<file path="src/rtl/sccb_master.sv">
// rtl/sccb_master.sv - SCCB initiator for OV7670 register reads and writes
//
// Purpose: runs one register read or write at a time over SIOC/SIOD and
// pulses done on completion. Each bus position lasts one quarter-bit
// (QTR clocks). sioc and siod_drive_low are registered, so both change on
// the same edge that enters a new quarter.
//
// Ports:
//   clk, reset_n          system clock, asynchronous active-low reset
//   cmd_valid/cmd_ready   command handshake (ready only while idle)
//   cmd_rd                1 = register read, 0 = register write
//   cmd_addr, cmd_wdata   register sub-address and write data
//   done                  one-cycle completion pulse
//   rdata                 read result, valid from done until the next accept
//   nack                  acknowledge error seen during the transaction
//   sioc                  SCCB clock, push-pull
//   siod_drive_low        1 = pull SIOD low, 0 = release
//   siod_in               synchronised SIOD pad level
//
// Optional feature macro: SCCB_ACK_CHECK_EN
//   defined   - the 9th bit of every transmitted byte is sampled; a high
//               level sets nack
//   undefined - the 9th bit is don't-care and nack is tied low
module sccb_master #(
   parameter int         CLK_HZ  = 25_000_000,
   parameter int         SCCB_HZ = 100_000,
   parameter logic [7:0] DEV_ID  = 8'h42
) (
   input  logic       clk,
   input  logic       reset_n,
   input  logic       cmd_valid,
   output logic       cmd_ready,
   input  logic       cmd_rd,
   input  logic [7:0] cmd_addr,
   input  logic [7:0] cmd_wdata,
   output logic       done,
   output logic [7:0] rdata,
   output logic       nack,
   output logic       sioc,
   output logic       siod_drive_low,
   input  logic       siod_in
);
   localparam int            QTR      = CLK_HZ / (4 * SCCB_HZ);
   localparam int            TW       = (QTR > 1) ? $clog2(QTR) : 1;
   localparam logic [TW-1:0] QTR_LAST = TW'(QTR - 1);

   typedef enum logic [2:0] {IDLE, START, BIT, STOP, GAP, DONE} state_t;

   state_t        state_q, state_d;
   logic [TW-1:0] timer_q, timer_d;
   logic [1:0]    qtr_q, qtr_d;
   logic [3:0]    bit_q, bit_d;
   logic [1:0]    byte_q, byte_d;
   logic          phase2_q, phase2_d;
   logic          rd_q, rd_d;
   logic [7:0]    addr_q, addr_d;
   logic [7:0]    wdata_q, wdata_d;
   logic [7:0]    rx_q, rx_d;
   logic [7:0]    rdata_q, rdata_d;
   logic          ready_q, ready_d;
   logic          done_q, done_d;
   logic          sioc_q, sioc_d;
   logic          drv_q, drv_d;
`ifdef SCCB_ACK_CHECK_EN
   logic          nack_q, nack_d;
`endif

   logic          tick;
   logic          q3_first;
   logic          rx_byte;
   logic          rx_byte_next;
   logic [1:0]    last_byte;
   logic [7:0]    tx_byte;
   logic [2:0]    tx_idx;

   assign tick      = (timer_q == '0);
   assign q3_first  = (qtr_q == 2'd3) && (timer_q == QTR_LAST);
   // The only byte the master receives is the second byte after the repeated START of a read.
   assign rx_byte   = rd_q && phase2_q && (byte_q == 2'd1);
   assign last_byte = rd_q ? 2'd1 : 2'd2;

   always_comb begin
      state_d  = state_q;
      timer_d  = tick ? QTR_LAST : timer_q - 1'b1;
      qtr_d    = qtr_q;
      bit_d    = bit_q;
      byte_d   = byte_q;
      phase2_d = phase2_q;
      rd_d     = rd_q;
      addr_d   = addr_q;
      wdata_d  = wdata_q;
      rx_d     = rx_q;
      rdata_d  = rdata_q;
      ready_d  = ready_q;
      done_d   = 1'b0;
`ifdef SCCB_ACK_CHECK_EN
      nack_d   = nack_q;
`endif

      case (state_q)
         IDLE: begin
            timer_d = '0;
            if (cmd_valid && ready_q) begin
               state_d  = START;
               timer_d  = QTR_LAST;
               qtr_d    = 2'd0;
               bit_d    = 4'd0;
               byte_d   = 2'd0;
               phase2_d = 1'b0;
               rd_d     = cmd_rd;
               addr_d   = cmd_addr;
               wdata_d  = cmd_wdata;
               ready_d  = 1'b0;
`ifdef SCCB_ACK_CHECK_EN
               nack_d   = 1'b0;
`endif
            end
         end
         START: begin
            if (tick) begin
               if (qtr_q == 2'd1) begin
                  state_d = BIT;
                  qtr_d   = 2'd0;
                  bit_d   = 4'd0;
                  byte_d  = 2'd0;
               end else begin
                  qtr_d = qtr_q + 2'd1;
               end
            end
         end
         BIT: begin
            if (q3_first) begin
               if (rx_byte && !bit_q[3])
                  rx_d = {rx_q[6:0], siod_in};
`ifdef SCCB_ACK_CHECK_EN
               if (!rx_byte && bit_q[3] && siod_in)
                  nack_d = 1'b1;
`endif
            end
            if (tick) begin
               if (qtr_q == 2'd3) begin
                  qtr_d = 2'd0;
                  if (bit_q == 4'd8) begin
                     bit_d = 4'd0;
                     if (byte_q == last_byte)
                        state_d = STOP;
                     else
                        byte_d = byte_q + 2'd1;
                  end else begin
                     bit_d = bit_q + 4'd1;
                  end
               end else begin
                  qtr_d = qtr_q + 2'd1;
               end
            end
         end
         STOP: begin
            if (tick) begin
               if (qtr_q == 2'd3) begin
                  qtr_d = 2'd0;
                  if (rd_q && !phase2_q) begin
                     state_d = GAP;
                  end else begin
                     state_d = DONE;
                     done_d  = 1'b1;
                     if (rd_q)
                        rdata_d = rx_q;
                  end
               end else begin
                  qtr_d = qtr_q + 2'd1;
               end
            end
         end
         GAP: begin
            if (tick) begin
               if (qtr_q == 2'd3) begin
                  state_d  = START;
                  qtr_d    = 2'd0;
                  byte_d   = 2'd0;
                  phase2_d = 1'b1;
               end else begin
                  qtr_d = qtr_q + 2'd1;
               end
            end
         end
         DONE: begin
            state_d = IDLE;
            timer_d = '0;
            ready_d = 1'b1;
         end
         default: state_d = IDLE;
      endcase

      // Bus levels for the position being entered, so the outputs stay registered.
      case (byte_d)
         2'd0:    tx_byte = phase2_d ? (DEV_ID | 8'h01) : DEV_ID;
         2'd1:    tx_byte = addr_d;
         default: tx_byte = wdata_d;
      endcase
      tx_idx       = 3'd7 - bit_d[2:0];
      rx_byte_next = rd_d && phase2_d && (byte_d == 2'd1);
      sioc_d       = 1'b1;
      drv_d        = 1'b0;
      case (state_d)
         START: drv_d = (qtr_d == 2'd1);
         BIT: begin
            sioc_d = qtr_d[1];
            // 9th bit and every bit of the received byte leave SIOD released.
            if (!bit_d[3] && !rx_byte_next)
               drv_d = ~tx_byte[tx_idx];
         end
         STOP: begin
            sioc_d = (qtr_d != 2'd0);
            drv_d  = !qtr_d[1];
         end
         default: ;
      endcase
   end

   always_ff @(posedge clk or negedge reset_n) begin
      if (!reset_n) begin
         state_q  <= IDLE;
         timer_q  <= '0;
         qtr_q    <= 2'd0;
         bit_q    <= 4'd0;
         byte_q   <= 2'd0;
         phase2_q <= 1'b0;
         rd_q     <= 1'b0;
         addr_q   <= 8'h00;
         wdata_q  <= 8'h00;
         rx_q     <= 8'h00;
         rdata_q  <= 8'h00;
         ready_q  <= 1'b1;
         done_q   <= 1'b0;
         sioc_q   <= 1'b1;
         drv_q    <= 1'b0;
`ifdef SCCB_ACK_CHECK_EN
         nack_q   <= 1'b0;
`endif
      end else begin
         state_q  <= state_d;
         timer_q  <= timer_d;
         qtr_q    <= qtr_d;
         bit_q    <= bit_d;
         byte_q   <= byte_d;
         phase2_q <= phase2_d;
         rd_q     <= rd_d;
         addr_q   <= addr_d;
         wdata_q  <= wdata_d;
         rx_q     <= rx_d;
         rdata_q  <= rdata_d;
         ready_q  <= ready_d;
         done_q   <= done_d;
         sioc_q   <= sioc_d;
         drv_q    <= drv_d;
`ifdef SCCB_ACK_CHECK_EN
         nack_q   <= nack_d;
`endif
      end
   end

   assign cmd_ready      = ready_q;
   assign done           = done_q;
   assign rdata          = rdata_q;
   assign sioc           = sioc_q;
   assign siod_drive_low = drv_q;
`ifdef SCCB_ACK_CHECK_EN
   assign nack           = nack_q;
`else
   assign nack           = 1'b0;
`endif

endmodule

</file>
<file path="config.mk">
export PLATFORM = sky130hd
export DESIGN_NAME = sccb_master
export DESIGN_NICKNAME = d
export VERILOG_FILES = /design/src/rtl/sccb_master.sv
export SDC_FILE = /design/constraint.sdc
export NUM_CORES = 1
export LEC_CHECK = 0
export BUFFER_PORTS_ARGS = -buffer_cell sky130_fd_sc_hd__buf_2
export CAP_MARGIN = 5
export CORE_MARGIN = 8
export CORE_UTILIZATION = 55
export CTS_BUF_LIST = sky130_fd_sc_hd__clkbuf_16
export DETAILED_ROUTE_END_ITERATION = 6
export PLACE_DENSITY = 0.86
export SLEW_MARGIN = 40
export SYNTH_ARGS = -nofsm -noshare
export SYNTH_HDL_FRONTEND = slang
export SYNTH_SLANG_ARGS = --single-unit
</file>
<file path="constraint.sdc">
create_clock -name clk -period 6.2 [get_ports clk]
set_input_delay 0.93 -clock clk [delete_from_list [all_inputs] [get_ports clk]]
set_output_delay 0.93 -clock clk [all_outputs]
set_load 0.01 [all_outputs]
</file>
==> impl_metrics.py, run 1 <==
metrics = {
    "logic_synthesis": {
        "mappedNetlistNets": 324,
        "synth_area_per_cell_sq_um": 10.4,
        "synth_seq_cells": 55,
        "syn_inst": 294,
        "synth_cell_types": 66,
        "ys.warnings.count": 0,
        "synth.top_cell.area_share_pct": 43.3,
        "yosysMostFrequentCell": "dfrtp_1",
        "synth.area.top_cells": "dfrtp_1 43%, mux2_2 8.8%, nand2_1 4.7%",
        "synth_commonest_cells": "53 x dfrtp_1, 38 x nand2_1, 24 x mux2_2",
        "synth_top_flop_cell": "dfrtp_1",
        "async_reset_ff_share_pct": 100,
        "synth_top_area_cell": "dfrtp_1",
        "synth-seq-area-share_pct": 45.0,
        "synth-edff-count": 0,
        "synth_area_sq_um": 3060,
    },
    "timing": {
        "post-route-min-period_ns": 3.12,
        "min_period_over_period_pct": 50.4,
        "grt_setup_unrepaired": "no",
        "slew_violations": 0,
        "max_freq_ghz": 0.320,
        "hold_viol_final": 0,
        "setup_viol_count_final": 0,
        "fin_worst_skew_ns": 0.00402,
        "tightestPinTransition_ns": 0.745,
        "max-slew-margin-rel_pct": 50.2,
        "final.setup.tns_ns": 0,
    },
    "placement": {
        "place_area_sq_um": 3230,
        "hpwlAfterDp_mm": 4.73,
        "finalWeightedCongestion": 0.887,
        "portBuffers": 32,
    },
    "pwr": {
        "p_sw_uw": 140,
        "p_int_uw": 556,
        "finalPower_uw": 695,
        "power.share.clock_pct": 46.4,
        "seqPwrFrac_pct": 51.6,
        "p_per_area_nw_per_um2": 204,
        "p_comb_share_pct": 2.0,
        "swShare_pct": 20.1,
        "leakagePower_uw": 0.00159,
        "vdd_ir_drop_max_uv": 159,
    },
    "clock_tree": {
        "cts_root_buf": "clkbuf_16",
        "hold_buffers": 0,
        "worstSkewPairLatency_ns": 0.30,
        "htree_levels": 2,
        "clk_pin_slew_ns": 0.07,
        "cts_sinks": 55,
        "cts_tree": "built",
        "clock_tree.buffer_depth": 2,
        "post_cts_resize_count": 0,
        "cts_setup_buffers": 0,
        "cts_buffers": 5,
    },
    "floorplan": {
        "die_area_sq_um": 8210,
        "die_w_microns": 90.6,
        "num_io_pins": 34,
        "core_sq_um": 5440,
        "num_rows": 27,
        "initial_core_util_pct": 56.3,
        "die_h_microns": 90.6,
    },
    "critical_path": {
        "r2r_cells": 9,
        "r2r-start": "state_q[2]",
        "slowest_delay_ns": 0.80,
        "slowest_stage": "dfrtp_1",
        "reg2reg_slack_ns": 3.08,
        "cp.arrival_ns": 3.28,
        "required_ns": 6.36,
        "cp_max_fo": 22,
        "critPathKind": "register to register",
        "rr_endpoint": "siod_drive_low",
        "cp-end-kind": "register",
        "worstPathCellList": "or3b_1 > o21ai_0 > o22a_1 > o21a_2 > inv_2 > a221oi_2 > or4_1 > o2111ai_2 > o311ai_2",
        "critPathLaunchType": "register",
    },
    "global_routing": {
        "grt_pass1_wl_mm": 11.1,
        "antenna_found_initial": 0,
        "track_usage_pct": 16.5,
        "grt_max_degree": 56,
        "overflow": 0,
        "grt_pass1_vias": 2359,
    },
    "min_path": {
        "hold-path-cell-count": 2,
        "hold_path_end": "addr_q[6]",
        "hp-class": "register to register",
        "min_from": "addr_q[6]",
    },
    "run": {
        "max-cap-violations": 0,
    },
    "detailed_routing": {
        "wirelength_mm": 6.66,
        "drcViolationCount": 0,
        "routedWlPerCell_microns": 16.9,
        "viasPerCell": 5.93,
        "drtAntennaViolNets": 0,
        "first_pass_iters": 5,
        "drt-initial-drc-count": 159,
        "dr_total_vias": 2342,
    },
    "cells_and_area": {
        "final_area_sq_um": 3400,
        "diodes": 0,
        "syn_to_final_growth_pct": 11.1,
        "finalNetCount": 352,
        "fill_cells": 422,
        "postLayoutCoreUtil_pct": 62.5,
        "layout-drive-gt1-share_pct": 26.6,
    },
    "status": {
        "run_status": "complete, no violations",
    },
}
## worst max-delay path by stage
stage,start,to,slack [ns],cells past startpoint
2_1_floorplan,timer_q[0],siod_drive_low,3.49,11
3_3_place_gp,cmd_valid,siod_drive_low,2.97,9
3_5_place_dp,cmd_valid,siod_drive_low,2.92,9
4_1_cts,state_q[2],siod_drive_low,3.12,9
5_1_grt,state_q[2],siod_drive_low,2.91,9
6_report,state_q[2],siod_drive_low,3.08,9
## cell usage in the layout (no fill, tap or decap), types with 8 or more instances in the layout
cell type and n:
inv_1 16, dfrtp_1 53, nor2_1 20, nand3_1 8
o21ai_0 15, mux2_2 24, buf_2 32, ha_1 9
a21oi_1 17, nand2_1 38
## area by class of cell
type | instances | area, sq um | area share [%]
Timing Repair Buffer | 33 | 168 | 4.93
Clock inverter | 3 | 46.3 | 1.36
Inverter | 18 | 67.6 | 1.99
Sequential cell | 55 | 1380 | 40.5
Tap cell | 72 | 90.1 | 2.65
Clock buffer | 5 | 125 | 3.68
Multi-Input combinational cell | 209 | 1530 | 44.8
## power groups by stage
stage	registers (uW)	clock network, uW	logic (uW)
floorplan	366	0	1.05
global placement	366	0	14.6
detailed placement	366	0	14.8
CTS	358	330	14.8
global route	358	343	16.5
finish	359	322	14.1
## metrics by stage
stage	std cells	hold slack (ns)	setup WS (ns)
floorplan	294	0.437	3.49
global placement	387	0.465	2.97
detailed placement	387	0.468	2.92
CTS	395	0.495	3.12
global route	395	0.525	2.91
finish	395	0.495	3.08
## state kept, by name, indices dropped and copies added (netlist names)
name,cells
addr_q,8
rdata,8
rx_q,8
wdata_q,8
timer_q,6
bit_q,4
state_q,3
byte_q,2
qtr_q,2
cmd_ready,1
done,1
phase2_q,1
rd_q,1
sioc,1
siod_drive_low,1
## cells by family (layout without fill, tap and decap cells)
logic type / after synthesis / count (layout) / synth area share, %
AOI/OAI and AO/OA: 69 / 69 / 17.5
DFF: 55 / 55 / 45.0
adders and majority gates: 9 / 9 / 3.68
muxes: 27 / 27 / 9.81
xor gates and xnor gates: 4 / 4 / 1.14
and+or+nand+nor: 99 / 99 / 17.3
other: 1 / 1 / 0.122
buffers and inverters: 30 / 59 / 5.43
## per-layer routing
layer / vias to the layer above / track usage [%] / part of all wire [%]
met1: 1141 / 20.8 / 45
met2: 76 / 27.2 / 49
met4: 0 / 5.69 / 1.6
met5: - / 0 / 0
met3: 11 / 3.66 / 4.5
li1: 1114 / - / -
## critical path, delay by kind of cell, from the launching register on
kind / cells / cell delay [ns]
flip-flops: 1 / 0.80
buffers and inverters: 1 / 0.15
AO/OA/AOI/OAI: 6 / 1.06
AND/OR/NAND/NOR: 2 / 0.98
Power figures use the tool's default switching activity.
==> inputs of run 2 (changes only) <==
Clock period 6.2 ns to 3.2 ns, I/O delays scaled along.
==> run 2 against run 1 <==
First-iteration DRC count did not move. Routed wire length is 12% higher. Die area stayed put. Non-clock buffer count is 9 higher. Final area up 1.8%. Setup slack got worse by 2.9 ns. Sequential share of layout area down 0.70 points. Sequential power increased by 93%. Via count is 6.5% higher. Largest cell class unchanged.
==> impl_metrics.py, run 2 (synthesized netlist as in run 1, its figures left out) <==
metrics = {
    "status": {
        "run_status": "complete, no violations",
    },
    "placement": {
        "finalWeightedCongestion": 0.928,
        "hpwlAfterDp_mm": 5.43,
        "pre_cts_slack_ns": 0.190,
        "portBuffers": 32,
        "place_inst": 396,
    },
    "global_routing": {
        "overflow": 0,
        "grt_pass1_vias": 2515,
        "antenna_found_initial": 0,
        "grt_pass1_wl_mm": 12.5,
        "track_usage_pct": 18.6,
        "grt_max_degree": 39,
    },
    "critical_path": {
        "endpoint": "siod_drive_low",
        "required_ns": 3.36,
        "r2r-start": "qtr_q[1]",
        "cp_num_buf_inv": 0,
        "rr_endpoint": "siod_drive_low",
        "cp-startpoint": "qtr_q[1]",
        "cp_top_family": "simple AND/OR/NAND/NOR gates",
        "cp_max_fo": 9,
        "cp_num_cells": 9,
        "critPathLaunchType": "register",
        "slowest_delay_ns": 0.53,
        "r2r_cells": 9,
        "slowest_stage": "or4_1",
        "critPathKind": "register to register",
        "worstPathCellList": "ha_1 > nor4b_2 > nand2_1 > nor2_2 > a32o_1 > a211oi_1 > or4_1 > o2111ai_2 > o311ai_2",
        "cp.arrival_ns": 3.18,
        "reg2reg_slack_ns": 0.18,
        "cp-end-kind": "register",
    },
    "clock_tree": {
        "cts_setup_buffers": 0,
        "hold_buffers": 0,
        "htree_levels": 2,
        "post_cts_resize_count": 0,
        "worstSkewPairLatency_ns": 0.30,
        "clock_tree.buffer_depth": 2,
        "cts_sinks": 55,
        "cts_tree": "built",
        "clk_pin_slew_ns": 0.08,
        "cts_root_buf": "clkbuf_16",
        "cts_buffers": 5,
    },
    "timing": {
        "final.setup.tns_ns": 0,
        "slew_violations": 0,
        "hold_viol_final": 0,
        "min_period_over_period_pct": 94.3,
        "post-route-min-period_ns": 3.02,
        "setup_viol_count_final": 0,
        "fin_worst_skew_ns": 0.0100,
        "max-slew-margin-rel_pct": 61.9,
        "tightestPinTransition_ns": 0.571,
        "worst_slack_ns": 0.182,
        "max_freq_ghz": 0.331,
        "grt_setup_unrepaired": "no",
    },
    "floorplan": {
        "num_io_pins": 34,
        "die_w_microns": 90.6,
        "num_rows": 27,
        "die_area_sq_um": 8210,
        "die_h_microns": 90.6,
        "initial_core_util_pct": 56.3,
        "core_sq_um": 5440,
    },
    "detailed_routing": {
        "first_pass_iters": 5,
        "drcViolationCount": 0,
        "viasPerCell": 6.18,
        "drtAntennaViolNets": 0,
        "drt-initial-drc-count": 159,
        "wirelength_mm": 7.43,
        "routedWlPerCell_microns": 18.4,
        "dr_total_vias": 2495,
    },
    "run": {
        "max-cap-violations": 0,
    },
    "cells_and_area": {
        "final_cell_mix": "53 x dfrtp_1, 38 x nand2_1, 31 x buf_2",
        "final_common_cell": "dfrtp_1",
        "layout-drive-gt1-share_pct": 29.2,
        "finalNetCount": 361,
        "instances_no_fill": 404,
        "syn_to_final_growth_pct": 13.0,
        "diodes": 0,
    },
    "pwr": {
        "leakagePower_uw": 0.00163,
        "vdd_ir_drop_max_uv": 382,
        "p_per_area_nw_per_um2": 376,
    },
    "min_path": {
        "hp-class": "primary input to asynchronous set/reset pin",
    },
}
run 2: cell count changes in the layout (fill, tap and decap cells not counted), sizes merged:
cell      previous run  this run
clkinv               0         1
inv                 19        20
bufinv               1         0
clkinvlp             1         0
buf                 33        42
run 2: routing by layer:
layer  GRT usage, %  wire length (microns)
met3           3.33                    385
met4           8.74                    217
met1           22.8                   3050
met2           30.8                   3780
met5              0                      0
run 2: worst min-delay path by stage:
stage,start,end,slack [ns],cells after the start
6_report,reset_n,rdata[0],0.13,1
5_1_grt,reset_n,rdata[0],0.16,1
2_1_floorplan,reset_n,addr_q[0],0.18,0
4_1_cts,reset_n,rdata[0],0.30,1
3_3_place_gp,wdata_q[7],wdata_q[7],0.47,2
3_5_place_dp,wdata_q[7],wdata_q[7],0.49,2
run 2: area by class of cell:
| cell class | instances | area, sq um |
|---|---|---|
| Clock buffer | 5 | 125 |
| Tap cell | 72 | 90.1 |
| Inverter | 18 | 67.6 |
| Timing Repair Buffer | 42 | 238 |
| Clock inverter | 3 | 33.8 |
| Fill cell | 427 | 1980 |
| Multi-Input combinational cell | 209 | 1530 |
| Sequential cell | 55 | 1380 |
run 2: stage by stage:
step	total power, uW	cell area (sq um)	hold slack (ns)	utilization [%]
after global routing	1350	3460	0.159	63.6
after global placement	735	3290	0.466	60.5
after floorplan	710	3060	0.184	-
final	1300	3460	0.126	63.6
after detailed placement	736	3290	0.489	60.5
after CTS	1310	3450	0.298	63.4
run 2: worst register-to-register path, stage by stage (launching register included):
cell	delay (ns)
dfrtp_1	0.44
ha_1	0.24
nor4b_2	0.34
nand2_1	0.21
nor2_2	0.26
a32o_1	0.45
a211oi_1	0.17
or4_1	0.53
o2111ai_2	0.12
o311ai_2	0.13
run 2: power by group:
group / internal (uW) / switching [uW]
clock: 303 / 276
combinational: 10.1 / 17.4
sequential: 694 / 0
